--- config.mk ---
export PLATFORM = sky130hd
export DESIGN_NAME = pwm_duty_meter
export DESIGN_NICKNAME = d
export VERILOG_FILES = /design/src/rtl/pwm_duty_meter.sv
export SDC_FILE = /design/constraint.sdc
export NUM_CORES = 1
export LEC_CHECK = 0
export BUFFER_PORTS_ARGS = -buffer_cell sky130_fd_sc_hd__buf_2
export CAP_MARGIN = 0
export CORE_MARGIN = 2
export CORE_UTILIZATION = 50
export DETAILED_ROUTE_END_ITERATION = 8
export GPL_ROUTABILITY_DRIVEN = 0
export GPL_TIMING_DRIVEN = 0
export MAX_ROUTING_LAYER = met4
export PLACE_DENSITY = 0.68
export SYNTH_ARGS = -nofsm -noshare
export SYNTH_HDL_FRONTEND = slang
export SYNTH_SLANG_ARGS = --single-unit
--- constraint.sdc ---
create_clock -name clk -period 8.4 [get_ports clk]
set_clock_uncertainty 0.1 [all_clocks]
set_input_delay 1.68 -clock clk [delete_from_list [all_inputs] [get_ports clk]]
set_output_delay 1.68 -clock clk [all_outputs]
set_load 0.005 [all_outputs]
--- src/rtl/pwm_duty_meter.sv ---
// Measures period and high time of an asynchronous PWM line and reports rounded duty in tenths.
// Optional 3-sample majority glitch filter: define PWM_METER_GLITCH_FILTER_EN.
module pwm_duty_meter #(
  parameter int unsigned CNT_W   = 16,
  parameter int unsigned TIMEOUT = 1000
) (
  input  logic             clk,
  input  logic             rst_n,
  input  logic             pwm_in,
  output logic [CNT_W-1:0] period_cnt,
  output logic [CNT_W-1:0] high_cnt,
  output logic [3:0]       duty_step,
  output logic             meas_valid,
  output logic             stuck
);
  localparam int unsigned      DivW       = CNT_W + 4;
  localparam logic [CNT_W-1:0] TimeoutCnt = CNT_W'(TIMEOUT);

  typedef enum logic [1:0] {StSync, StHigh, StLow} state_e;

  logic sync1_q, sync2_q, s, s_d_q, rise, fall;

  always_ff @(posedge clk) begin
    if (!rst_n) begin
      sync1_q <= 1'b0;
      sync2_q <= 1'b0;
    end else begin
      sync1_q <= pwm_in;
      sync2_q <= sync1_q;
    end
  end

`ifdef PWM_METER_GLITCH_FILTER_EN
  logic [1:0] hist_q;
  logic       maj_q;

  always_ff @(posedge clk) begin
    if (!rst_n) begin
      hist_q <= 2'b00;
      maj_q  <= 1'b0;
    end else begin
      hist_q <= {hist_q[0], sync2_q};
      maj_q  <= (sync2_q & hist_q[0]) | (sync2_q & hist_q[1]) | (hist_q[0] & hist_q[1]);
    end
  end

  assign s = maj_q;
`else
  assign s = sync2_q;
`endif

  always_ff @(posedge clk) begin
    if (!rst_n) s_d_q <= 1'b0;
    else        s_d_q <= s;
  end

  assign rise = s & ~s_d_q;
  assign fall = ~s & s_d_q;

  // Measurement FSM
  state_e           state_q, state_d;
  logic [CNT_W-1:0] p_q, p_d, h_q, h_d;
  logic             reported_q, reported_d;
  logic             capture, tmo, tmo_high, p_at_max;

  assign p_at_max = (p_q == TimeoutCnt);

  always_ff @(posedge clk) begin
    if (!rst_n) begin
      state_q    <= StSync;
      p_q        <= '0;
      h_q        <= '0;
      reported_q <= 1'b0;
    end else begin
      state_q    <= state_d;
      p_q        <= p_d;
      h_q        <= h_d;
      reported_q <= reported_d;
    end
  end

  always_comb begin
    state_d = state_q;
    unique case (state_q)
      StSync: if (rise) state_d = StHigh;
      StHigh: begin
        if (fall)          state_d = StLow;
        else if (p_at_max) state_d = StSync;
      end
      StLow: begin
        if (rise)          state_d = StHigh;
        else if (p_at_max) state_d = StSync;
      end
      default: state_d = StSync;
    endcase
  end

  always_comb begin
    p_d        = p_q + 1'b1;
    h_d        = h_q;
    reported_d = reported_q;
    capture    = 1'b0;
    tmo        = 1'b0;
    tmo_high   = s;
    unique case (state_q)
      StSync: begin
        if (rise) begin
          p_d        = CNT_W'(1);
          reported_d = 1'b0;
        end else if (p_at_max) begin
          p_d        = '0;
          tmo        = ~reported_q;
          reported_d = 1'b1;
        end
      end
      StHigh: begin
        if (fall) begin
          h_d = p_q;
        end else if (p_at_max) begin
          p_d        = '0;
          tmo        = 1'b1;
          tmo_high   = 1'b1;
          reported_d = 1'b1;
        end
      end
      StLow: begin
        if (rise) begin
          p_d     = CNT_W'(1);
          capture = 1'b1;
        end else if (p_at_max) begin
          p_d        = '0;
          tmo        = 1'b1;
          tmo_high   = 1'b0;
          reported_d = 1'b1;
        end
      end
      default: ;
    endcase
  end

  // Rounding divider: counts how many periods fit into 10*h + period/2
  logic             busy_q, step_ok, finish;
  logic [DivW-1:0]  acc_q, num_q, num_load;
  logic [CNT_W-1:0] per_q, hi_q;
  logic [3:0]       k_q;

  assign num_load = (DivW'(h_q) << 3) + (DivW'(h_q) << 1) + DivW'(p_q >> 1);
  assign step_ok  = (k_q < 4'd10) && ((acc_q + DivW'(per_q)) <= num_q);
  assign finish   = busy_q & ~step_ok;

  always_ff @(posedge clk) begin
    if (!rst_n) begin
      busy_q <= 1'b0;
      acc_q  <= '0;
      num_q  <= '0;
      per_q  <= '0;
      hi_q   <= '0;
      k_q    <= '0;
    end else if (busy_q) begin
      if (step_ok) begin
        acc_q <= acc_q + DivW'(per_q);
        k_q   <= k_q + 4'd1;
      end else begin
        busy_q <= 1'b0;
      end
    end else if (capture) begin
      busy_q <= 1'b1;
      acc_q  <= '0;
      k_q    <= '0;
      num_q  <= num_load;
      per_q  <= p_q;
      hi_q   <= h_q;
    end
  end

  // Result registers; a timeout report overrides a divider finishing in the same cycle
  logic [CNT_W-1:0] period_d, high_d;
  logic [3:0]       duty_d;
  logic             stuck_d;

  always_comb begin
    period_d = period_cnt;
    high_d   = high_cnt;
    duty_d   = duty_step;
    stuck_d  = stuck;
    if (tmo) begin
      period_d = '0;
      high_d   = '0;
      duty_d   = tmo_high ? 4'd10 : 4'd0;
      stuck_d  = 1'b1;
    end else if (finish) begin
      period_d = per_q;
      high_d   = hi_q;
      duty_d   = k_q;
      stuck_d  = 1'b0;
    end
  end

  always_ff @(posedge clk) begin
    if (!rst_n) begin
      period_cnt <= '0;
      high_cnt   <= '0;
      duty_step  <= '0;
      meas_valid <= 1'b0;
      stuck      <= 1'b0;
    end else begin
      period_cnt <= period_d;
      high_cnt   <= high_d;
      duty_step  <= duty_d;
      meas_valid <= tmo | finish;
      stuck      <= stuck_d;
    end
  end

endmodule

==> metrics <==
Lkg Pwr 3.78 nW; Post-Synth Adder-Cell Area 13.2%; Crit Path Max Fanout 10; most frequent cell after synthesis dfxtp_1; Resize count post-CTS 0; Final Max Tran Viols 0; Final setup viols 0; clk slew on worst S/H paths 0.07 ns; clk sinks 152; first-pass GRT wire length 32900 um; max_cap viols 0; H-tree levels 4; Synth Area in Compound Gates 17.5%; height of the die 132 um; hold crit path type reg2reg; Post-synth EDFFs 0; worst endpoint required time 8.65 ns; vias in the first global route 6286; Synth cell types 65; Synth Flop Type dfxtp_1; CTS Root Cell clkbuf_16; mux cell area share after synthesis 4.76%; Area Overhead vs Synth 13.1%; die area 17400 um^2; reg2reg end acc_q[19]; Cell Rows 46; Clk Latency, worst-skew pair 0.43 ns; main combinational cell family by area after synthesis simple AND/OR/NAND/NOR gates; CP arrival 5.15 ns; crit share post-route 58.4%; FF-to-FF setup slack 3.50 ns; DRT Pass-1 Iters 5; Post-Syn Area per Cell 8.52 um^2; core area 15900 um^2; Fmax 0.204 GHz; Vias per Instance 5.46; CTS Buffer Depth 2; cell area power density 168 nW/um^2; Synth Net Count 1043; Synth top area share 37.1%; Syn Inst Count 962; total grt overflow 0; Design Area, Final 9270 um^2; Die X 132 um; Hold EP s; initial antenna violation count 0; Fin. Hold Viols 0; Min-Delay Path Depth 1; placed standard-cell area 8660 um^2; slew margin rel. 46.6%; Mapped Area 8190 um^2; CTS Buf Count 17; Crit. End Element flop; Total Wirelength 20300 um; hold wc startpoint sync1_q; simple-gate share of the synthesized area 18.4%; Final Util 58.1%; fin nets 1101; largest net degree at the start of global routing 17; ranking of synthesized cells by area dfxtp_1 37%, ha_1 9.8%, a21oi_1 7.0%; flops & latches, synth 152; Max VDD drop 169 uV; dpl hpwl 15500 um; post-synthesis sequential area ratio 37.1%; crit path time final 4.90 ns; PortBufs 39; GRT Util Overall 24.4%; synth warn 0; wire per inst 16.3 um; Worst-Margin Slew 0.801 ns; run status finished clean; post-CTS setup buffers 0; antenna-violating nets left 0; CP Class reg2reg; Post-Synth XOR/XNOR Area 4.38%; synth cell count leaders 152 x dfxtp_1, 145 x nand2_1, 114 x a21oi_1, 82 x nor2_1, 64 x ha_1; DR iter-0 viols 470; top-level port count 41; drc violations 0; beginning of the worst register-to-register path per_q[0]; RSZ-0062 raised after global routing no; CTS hold repair buffers 0; post-route setup TNS 0 ns; R2R cell count 16; Initial Utilization 51.4%; n_diodes 0; TritonCTS clock tree done; layout cell share with drive strength beyond 1 9.20%; Vias 6824; crit start category flop; fraction of registers with async set/reset 0%; top cell type by total area after synthesis dfxtp_1
==> area by class of cell <==
type / instances / area, um^2
plain buffers: 52 / 231
clock buffers: 17 / 425
clock inverters: 15 / 185
fillers: 1456 / 6670
inverters: 37 / 139
multi-input cells: 721 / 4780
flip-flops and latches: 152 / 3040
well taps: 216 / 270
repair buffers: 39 / 195
==> sequential cells by signal (all words and copies together), names as in the netlist, 2 cells and up <==
| register | count |
|---|---|
| acc_q | 20 |
| num_q | 20 |
| h_q | 16 |
| hi_q | 16 |
| high_cnt | 16 |
| p_q | 16 |
| period_cnt | 16 |
| per_q | 15 |
| duty_step | 4 |
| k_q | 4 |
| state_q | 2 |
==> critical path, cell delays in order, from the launching register on <==
cell and delay [ns]:
dfxtp_1 0.34, ha_1 0.23, fa_1 0.41, a21oi_1 0.23
o211ai_1 0.17, a21oi_1 0.43, o221ai_1 0.30, nand3_1 0.22
xnor2_1 0.11, ha_1 0.30, and4_1 0.25, nand4_1 0.22
a41o_2 0.36, a41oi_2 0.51, buf_6 0.24, nand2_1 0.13
o221ai_1 0.25
==> metal layers <==
layer  up-vias  part of all wire [%]  GRT usage [%]  wire length, um
met3        27                   3.6           4.23              726
met5         -                     0              -                0
met4         0                   2.5           8.39              501
li1       3489                     -              -                -
met2       139                    45           37.6             9220
met1      3169                    49           32.6             9900
==> per-stage QoR <==
step | power [mW] | instances | setup WS, ns | hold WS [ns]
finish | 1.56 | 1249 | 3.50 | 0.334
global route | 1.60 | 1249 | 3.21 | 0.341
CTS | 1.57 | 1249 | 3.49 | 0.339
detailed placement | 0.775 | 1217 | 3.52 | 0.320
global placement | 0.774 | 1217 | 3.55 | 0.314
floorplan | 0.762 | 962 | 4.37 | 0.312
==> worst max path at each step <==
| stage | endpoint | startpoint |
|---|---|---|
| 6_report | acc_q[19] | per_q[0] |
| 5_1_grt | acc_q[19] | per_q[0] |
| 4_1_cts | acc_q[19] | per_q[0] |
| 3_5_place_dp | acc_q[19] | per_q[0] |
| 3_3_place_gp | acc_q[16] | per_q[0] |
| 2_1_floorplan | high_cnt[7] | per_q[4] |
==> where the power goes <==
group	internal (mW)	switching, mW	total [mW]
clock	0.451	0.348	0.799
sequential	0.723	0.00403	0.727
combinational	0.00783	0.0237	0.0315
total	1.18	0.376	1.56
==> kinds of logic after synthesis <==
| family | after synthesis |
|---|---|
| AO/OA/AOI/OAI | 229 |
| buffers and inverters | 89 |
| multiplexers | 39 |
| AND/OR/NAND/NOR | 334 |
| XOR/XNOR | 41 |
| flip-flops | 152 |
| adder cells (fa/ha/maj) | 78 |
==> placed cells by master, fill, tap and decap left out, types with 6 or more instances in the layout <==
cell	netlist	routed
clkbuf_1	34	34
o31ai_1	6	6
or3_1	8	8
ha_1	64	64
nand4_1	14	14
mux2i_1	39	39
nor2_1	82	82
nand2b_1	6	6
o21a_1	6	6
nand2_1	145	145
a21oi_1	114	114
nand3_1	32	32
dfxtp_1	152	152
inv_1	37	37
a21o_1	22	22
and2_1	10	10
xor2_1	18	18
inv_6	0	6
o21ai_0	27	27
fa_1	14	14
buf_2	9	48
xnor2_1	23	23
clkbuf_16	0	17
No activity file was read; power rests on OpenSTA's default activity.
